**src/rtl/servo_angle_ctrl.sv**
```systemverilog
// Multi-channel servo angle generator: rate-accumulated ramp/sweep per channel, key toggles direction.
// Latency: a tick updates the angle one cycle after the accumulator MSB sets; oKeyEvt fires 2+DEB_CYCLES+1 cycles after a stable press.
// Backpressure: none; free-running, outputs are always valid for the downstream PWM generators.
//
// Ports:
//   Clk, Rst_n   - clock, asynchronous active-low reset
//   iKey         - raw push-button (asynchronous, active-high)
//   iSel         - channel whose direction an accepted key press toggles
//   iRate        - accumulator increment per cycle (0 = no motion)
//   iMode        - 0 hold, 1 ramp to limit, 2 continuous sweep, 3 hold
//   oAngle       - packed per-channel angles, channel n at [n*ANGLE_W +: ANGLE_W]
//   oDir         - per-channel direction (1 = increasing)
//   oAtLimit     - channel sits at the limit it is heading toward
//   oKeyEvt      - one-cycle pulse per accepted key press
module servo_angle_ctrl #(
    parameter int NUM_CH     = 4,
    parameter int ANGLE_W    = 8,
    parameter int MIN_ANGLE  = 0,
    parameter int MAX_ANGLE  = 180,
    parameter int INIT_ANGLE = 60,
    parameter int STEP       = 1,
    parameter int ACC_W      = 22,
    parameter int RATE_W     = 4,
    parameter int DEB_CYCLES = 250000,
    localparam int SEL_W     = (NUM_CH > 1) ? $clog2(NUM_CH) : 1
) (
    input  logic                      Clk,
    input  logic                      Rst_n,
    input  logic                      iKey,
    input  logic [SEL_W-1:0]          iSel,
    input  logic [RATE_W-1:0]         iRate,
    input  logic [1:0]                iMode,
    output logic [NUM_CH*ANGLE_W-1:0] oAngle,
    output logic [NUM_CH-1:0]         oDir,
    output logic [NUM_CH-1:0]         oAtLimit,
    output logic                      oKeyEvt
);

    localparam int CNT_W = (DEB_CYCLES > 1) ? $clog2(DEB_CYCLES) : 1;
    localparam logic [CNT_W-1:0] CNT_LAST = CNT_W'(DEB_CYCLES - 1);

    localparam logic [ANGLE_W-1:0] MIN_A  = ANGLE_W'(MIN_ANGLE);
    localparam logic [ANGLE_W-1:0] MAX_A  = ANGLE_W'(MAX_ANGLE);
    localparam logic [ANGLE_W-1:0] INIT_A = ANGLE_W'(INIT_ANGLE);
    localparam logic [ANGLE_W-1:0] STEP_A = ANGLE_W'(STEP);
    // One extra bit so that angle+STEP and MIN+STEP never wrap.
    localparam logic [ANGLE_W:0]   MAX_X  = (ANGLE_W+1)'(MAX_ANGLE);
    localparam logic [ANGLE_W:0]   STEP_X = (ANGLE_W+1)'(STEP);
    localparam logic [ANGLE_W:0]   LO_THR = (ANGLE_W+1)'(MIN_ANGLE) + STEP_X;

    // ------------------------------------------------------------------
    // Key path: 2-FF synchroniser, consecutive-cycle debounce, rise detect
    // ------------------------------------------------------------------
    logic             sync1_q, sync2_q;
    logic             deb_q, deb_d;
    logic             deb_dly_q;
    logic             evt_q;
    logic [CNT_W-1:0] cnt_q, cnt_d;

    always_comb begin
        deb_d = deb_q;
        cnt_d = '0;
        if (sync2_q != deb_q) begin
            if (cnt_q == CNT_LAST) begin
                deb_d = sync2_q;
            end else begin
                cnt_d = cnt_q + CNT_W'(1);
            end
        end
    end

    always_ff @(posedge Clk or negedge Rst_n) begin
        if (!Rst_n) begin
            sync1_q   <= 1'b0;
            sync2_q   <= 1'b0;
            deb_q     <= 1'b0;
            deb_dly_q <= 1'b0;
            cnt_q     <= '0;
            evt_q     <= 1'b0;
        end else begin
            sync1_q   <= iKey;
            sync2_q   <= sync1_q;
            deb_q     <= deb_d;
            deb_dly_q <= deb_q;
            cnt_q     <= cnt_d;
            evt_q     <= deb_q & ~deb_dly_q;
        end
    end

    assign oKeyEvt = evt_q;

    // ------------------------------------------------------------------
    // Mode decode
    // ------------------------------------------------------------------
    logic run, ramp;
    assign ramp = (iMode == 2'd1);
    assign run  = (iMode == 2'd1) || (iMode == 2'd2);

    // ------------------------------------------------------------------
    // Per-channel accumulator, angle and direction
    // ------------------------------------------------------------------
    for (genvar n = 0; n < NUM_CH; n++) begin : g_ch
        logic [ANGLE_W-1:0] angle_q, angle_d;
        logic [ACC_W-1:0]   acc_q, acc_d;
        logic               dir_q, dir_d;
        logic [ANGLE_W:0]   up_x;
        logic               at_lim;
        logic               tick;
        logic               toggle;
        logic               rev;

        assign up_x   = {1'b0, angle_q} + STEP_X;
        assign at_lim = dir_q ? (angle_q == MAX_A) : (angle_q == MIN_A);
        assign tick   = run & acc_q[ACC_W-1];
        // An out-of-range iSel never matches any channel index, so it is ignored.
        assign toggle = evt_q & (iSel == SEL_W'(n));

        always_comb begin
            angle_d = angle_q;
            acc_d   = acc_q;
            rev     = 1'b0;
            if (run) begin
                if (ramp && at_lim) begin
                    acc_d = '0;
                end else if (tick) begin
                    acc_d = '0;
                    if (at_lim) begin
                        // Only SWEEP reaches here at a limit: reverse instead of stepping.
                        rev = 1'b1;
                    end else if (dir_q) begin
                        angle_d = (up_x > MAX_X) ? MAX_A : up_x[ANGLE_W-1:0];
                    end else begin
                        angle_d = ({1'b0, angle_q} < LO_THR) ? MIN_A : (angle_q - STEP_A);
                    end
                end else begin
                    acc_d = acc_q + ACC_W'(iRate);
                end
            end
            // A key toggle coinciding with a sweep reversal yields one inversion.
            dir_d = dir_q ^ (toggle | rev);
        end

        always_ff @(posedge Clk or negedge Rst_n) begin
            if (!Rst_n) begin
                angle_q <= INIT_A;
                acc_q   <= '0;
                dir_q   <= 1'b0;
            end else begin
                angle_q <= angle_d;
                acc_q   <= acc_d;
                dir_q   <= dir_d;
            end
        end

        assign oAngle[n*ANGLE_W +: ANGLE_W] = angle_q;
        assign oDir[n]                      = dir_q;
        assign oAtLimit[n]                  = at_lim;
    end

endmodule

```
**config.mk**
```make
export PLATFORM = sky130hd
export DESIGN_NAME = servo_angle_ctrl
export DESIGN_NICKNAME = d
export VERILOG_FILES = /design/src/rtl/servo_angle_ctrl.sv
export SDC_FILE = /design/constraint.sdc
export NUM_CORES = 1
export LEC_CHECK = 0
export ABC_AREA = 1
export CAP_MARGIN = 25
export CORE_MARGIN = 5
export CORE_UTILIZATION = 39
export DETAILED_ROUTE_END_ITERATION = 8
export MAX_ROUTING_LAYER = met4
export RECOVER_POWER = 25
export SLEW_MARGIN = 20
export SYNTH_ARGS = -nofsm -noshare
export SYNTH_HDL_FRONTEND = slang
export SYNTH_SLANG_ARGS = --single-unit
export TNS_END_PERCENT = 50
```
**constraint.sdc**
```tcl
create_clock -name Clk -period 2.04 [get_ports Clk]
set_input_delay 0.51 -clock Clk [delete_from_list [all_inputs] [get_ports Clk]]
set_output_delay 0.51 -clock Clk [all_outputs]
set_load 0.01 [all_outputs]
```
Word level (Yosys, flattened, before mapping)

Index checks and enable logic that the tools add are counted.
W data, S select, Z words.

Bitwise gates (word level): 26
Reduce and logical (&&, ||, !) cells: 15
$lt $le $gt $ge: 8
Multiplexer cells: 42
Add/sub/neg operators: 13
Equality and inequality tests: 11

Operator list:

| operator                | count |
|---|---|
| $mux W22                | 8 |
| $mux W8                 | 12 |
| $add A22 B4 Y22         | 4 |
| $add A8 B1 Y9 const B   | 4 |
| $gt A9 B8 Y1 const B    | 4 |
| $mux W18                | 2 |
| $eq A8 B8 Y1 const B    | 4 |
| $logic_not A8 Y1        | 4 |
| $lt A8 B1 Y1 const B    | 4 |
| $sub A8 B1 Y8 const B   | 4 |
| $mux W1                 | 20 |
| $add A18 B1 Y18 const B | 1 |
| $eq A18 B18 Y1 const B  | 1 |
| $reduce_and A4 Y1       | 4 |
| $and A1 B1 Y1           | 9 |
| $not A1 Y1              | 9 |
| $eq A2 B2 Y1 const B    | 3 |
| $eq A2 B1 Y1 const B    | 2 |
| $logic_and A1 B1 Y1     | 4 |
| $or A1 B1 Y1            | 4 |
| $xor A1 B1 Y1           | 4 |
| $logic_not A2 Y1        | 1 |
| $reduce_and A2 Y1       | 1 |
| $logic_or A1 B1 Y1      | 1 |
| $ne A1 B1 Y1            | 1 |

Output and inout bits: 41
Bits in registers: 147
Input bits: 11

Logic depth before layout (Yosys ltp)

Depth in word-level cells: 8
Depth in mapped cells: 13

Least setup slack after synthesis

Ideal clock, no wire load.

Kind: in2reg
From: input port iRate[0]
To: register g_ch[3].acc_q[14]
Setup slack: -0.082 ns
Arrival time: 2.051 ns
Path buffers: 0
Required time: 1.969 ns
Stages on the path: 13
Cell sequence: ha_1 > inv_1 > fa_1 > nand3b_1 > nand2_1 > nand2_1 > nor3_1 > nand2_1 > inv_1 > nand3_1 > nand2_1 > inv_1 > nor2_1

Longest elaborated chain between the ends: 3

Ends and longest elaborated chain:

| item                   | RTL line | RTL |
|---|---|---|
| start: declaration     | 31       | `input logic [RATE_W-1:0] iRate,` |
| $add A22 B4 Y22        | 136      | `acc_d = acc_q + ACC_W'(iRate);` |
| $mux W22               | 125      | `end else if (tick) begin` |
| $mux W22               | 123      | `if (ramp && at_lim) begin` |
| end signal: assignment | 146      | `acc_q <= '0;` |
| end signal: assignment | 150      | `acc_q <= acc_d;` |
| end: declaration       | 104      | `logic [ACC_W-1:0] acc_q, acc_d;` |

Every way passes these cells.
A chain may end at the register's enable or synchronous reset.

Worst setup path after layout

From: register g_ch[0].angle_q[5]
To: output port oAtLimit[0]

Longest elaborated chain between the ends: 2
Elaborated cells on any way between the ends: 3
Classes of those cells: 1 x eq/ne; 1 x mux; 1 x reduce/logical

Ends and longest elaborated chain:

| item                                                    | RTL line | RTL |
|---|---|---|
| start: declaration                                      | 103      | `logic [ANGLE_W-1:0] angle_q, angle_d;` |
| start signal: assignment                                | 149      | `angle_q <= angle_d;` |
| $eq A8 B8 Y1 / $logic_not A8 Y1 (equally long branches) | 113      | `assign at_lim = dir_q ? (angle_q == MAX_A) : (angle_q == MIN_A);` |
| $mux W1 (*)                                             | 113      |  |
| end: declaration                                        | 35       | `output logic [NUM_CH-1:0] oAtLimit,` |

Mark *: on every way between the ends. The rest lies on a longest branch, timed or not.

==> results.yml <==
cts:
  root_buffer: "clkbuf_16"
  htree_levels: 4
  clock_sinks: 147
  cts_buffer_depth: 2
  clk_latency_ns: 0.43
  cts_tree: "built"
  cts_buffers: 17
  clkTransAtPathRegs_ns: 0.07
pwr:
  p_leak_nw: 6.190
  power_mw: 11.12
  ir_drop_v: 0.0006593
  p_per_area_nw_per_um2: 866.0
timing:
  relSlewSlack_pct: 36.25
  fin_crit_ns: 2.212
  setup_ws_ns: -0.1723
  tightest_slew_ns: 0.9563
  clock_skew_ns: 0.01012
  setup_tns_ns: -0.3050
  min_period_over_period_pct: 108.4
  slew_viol_final: 0
  rsz0062_at_grt: "yes"
  finalSetupViolCount: 4
  hold_viol_final: 0
  max_freq_mhz: 452.0
placement:
  io_buffers: 51
  place_hpwl_mm: 18.89
  place_congestion: 0.8879
worst_hold_path:
  hp-class: "flop to flop"
  hold_depth: 1
detailed_routing:
  drc_errors: 0
  final_antenna_net_count: 0
  drt_iter0_drc: 642
  routed_wl_mm: 25.34
  wl_per_cell_um: 12.97
  drt_pass1_iterations: 5
  vias: 9569
  viasPerCell: 4.897
global_route:
  grt_use_total_pct: 18.41
  grt_max_degree: 43
  grt_pass1_vias: 9174
  grt_pass1_wl_mm: 43.37
  overflow: 0
  antenna_found_initial: 0
logic_synthesis:
  synth.ff_latch_count: 147
  yosysSeqAreaShare_pct: 36.81
  synth-edff-count: 0
  synthesis.area_um2: 10050
  syn_inst: 1408
  synth_cell_types: 51
  synth_warnings: 0
  synthArstFlopShare_pct: 100.0
  ys.flop_type: "dfrtp_1"
  postSynthNetCount: 1457
  syn_area_per_cell_um2: 7.137
setup_path:
  cp_slowest_stage_delay_ns: 0.56
  cp.required_ns: 1.53
  crit_path_start_kind: "flop"
  cp.arrival_ns: 1.70
  crit_type: "flop to primary output"
  worstPathCellList: "nand2_2 -> nor3_2 -> nand4_1 -> a21oi_2 -> buf_2"
  crit_path_end_kind: "primary output"
  reg2reg_depth: 13
  slowest_stage: "dfstp_2"
  cp_max_fo: 3
die:
  io_pins: 52
  core_um2: 25250
  rows: 58
  start_util_pct: 39.79
  die_w_um: 170.5
  die-height_um: 170.5
  dieArea_um2: 29080
finish:
  final_cell_mix: "nand2_1 (325), nor2_1 (188), inv_1 (162)"
  final_common_cell: "nand2_1"
  drive_above_1_share_pct: 20.32
  final_nets: 1660
  antennaDiodeCount: 0
  fin_util_pct: 50.87
  area_growth_pct: 27.84
job:
  cap_violations: 0
outcome:
  violations: "negative setup slack"
  run_status: "finished, violations left"
-- final cells by class --
type                            count  area [µm²]
Clock buffer                       20       456.7
Clock inverter                     12       131.4
Fill cell                        2522       12410
Inverter                          179       679.4
Multi-Input combinational cell   1047        5694
Sequential cell                   147        3700
Tap cell                          330       412.9
Timing Repair Buffer              219        1772
-- flip-flops by register name, summed over array words and instances, names as in the netlist --
register and flops:
cnt_q 18, g_ch.acc_q 88, g_ch.angle_q 32, sync1_q 1, g_ch.dir_q 4, sync2_q 1, deb_q 1, deb_dly_q 1
oKeyEvt 1
-- logic make-up (layout without fill, tap and decap cells) --
kind of cell	Yosys count	count (layout)	share of synthesized area [%]
AO/OA/AOI/OAI	164	164	9.376
multiplexers	1	1	0.1121
AND/OR/NAND/NOR	769	769	33.28
buffers and inverters	214	430	8.853
adder cells (fa/ha/maj)	38	38	5.031
flip-flops	147	147	36.81
XOR/XNOR	75	75	6.537
-- final timing paths --
| kind | slack (ns) | end | from |
|---|---|---|---|
| worst max-delay path | -0.17 | oAtLimit[0] | g_ch[0].angle_q[5] |
| worst min-delay path | 0.39 | oKeyEvt | deb_dly_q |
| worst max register to register | 0.12 | g_ch[3].acc_q[14] | g_ch[3].acc_q[0] |
| worst min register to register | 0.39 | oKeyEvt | deb_dly_q |
| max in group asynchronous | 0.18 | g_ch[3].angle_q[3] | Rst_n |
| min in group asynchronous | 0.76 | g_ch[0].angle_q[7] | Rst_n |
-- routing by layer --
layer | GRT usage [%] | part of all wire [%]
met2 | 28.54 | 45
met4 | 4.653 | 1.6
met5 | - | 0
met1 | 25.35 | 50
met3 | 3.004 | 3.5
-- timing repair --
| action | CTS | global route |
|---|---|---|
| setup buffers | 9 | 3 |
| pin swaps | 14 | 13 |
| setup endpoints to repair | 77 | 73 |
| resized for setup | 59 | 49 |
| hold endpoints to repair | 28 | 0 |
| hold buffers | 1 | 0 |
-- through the flow --
step | setup WS [ns] | hold slack [ns] | std cells | cell area, µm²
2_1_floorplan | -0.003779 | 0.2144 | 1408 | 10060
3_3_place_gp | -0.7502 | 0.3805 | 1909 | 12000
3_5_place_dp | -0.8022 | 0.3851 | 1909 | 12000
4_1_cts | -0.2567 | 0.3899 | 1951 | 12690
5_1_grt | -0.3224 | 0.4030 | 1954 | 12850
6_report | -0.1723 | 0.3873 | 1954 | 12850
-- worst max-delay path, delay by kind of cell (launching register included) --
kind / cells / cell delay, ns
AOI/OAI and AO/OA: 1 / 0.23
and+or+nand+nor: 3 / 0.32
buffers and inverters: 1 / 0.17
DFF: 1 / 0.56
-- where the power goes --
group,total (mW),switching (mW),internal (mW)
Sequential,3.96,0.506,3.46
Clock,3.16,1.30,1.87
Combinational,4.00,2.15,1.84
-- cells in the mapped netlist (2+ instances only) --
| library cell | number | area [µm²] |
|---|---|---|
| a21o_1 | 2 | 15.01 |
| a21oi_1 | 62 | 310.3 |
| a21oi_4 | 3 | 48.80 |
| a22oi_1 | 6 | 45.04 |
| a31oi_1 | 2 | 12.51 |
| and2_1 | 3 | 18.77 |
| buf_1 | 4 | 15.01 |
| buf_2 | 11 | 55.05 |
| buf_4 | 13 | 97.59 |
| buf_6 | 3 | 33.78 |
| clkbuf_1 | 4 | 15.01 |
| dfrtp_1 | 131 | 3278 |
| dfstp_2 | 16 | 420.4 |
| fa_1 | 4 | 80.08 |
| ha_1 | 34 | 425.4 |
| inv_1 | 167 | 626.9 |
| inv_2 | 10 | 37.54 |
| nand2_1 | 334 | 1254 |
| nand2_2 | 7 | 43.79 |
| nand2_4 | 2 | 22.52 |
| nand3_1 | 120 | 600.6 |
| nand3_2 | 3 | 30.03 |
| nand3b_1 | 2 | 15.01 |
| nand4_1 | 36 | 225.2 |
| nor2_1 | 198 | 743.2 |
| nor2_2 | 16 | 100.1 |
| nor3_1 | 32 | 160.2 |
| nor3_2 | 5 | 50.05 |
| nor4_1 | 3 | 18.77 |
| o21ai_0 | 47 | 235.2 |
| o21ai_1 | 11 | 55.05 |
| o21ai_2 | 3 | 26.28 |
| o21bai_1 | 4 | 30.03 |
| o22ai_1 | 18 | 112.6 |
| or2_2 | 3 | 18.77 |
| xnor2_1 | 9 | 78.83 |
| xor2_1 | 66 | 578.1 |
Power figures use the tool's default switching activity.
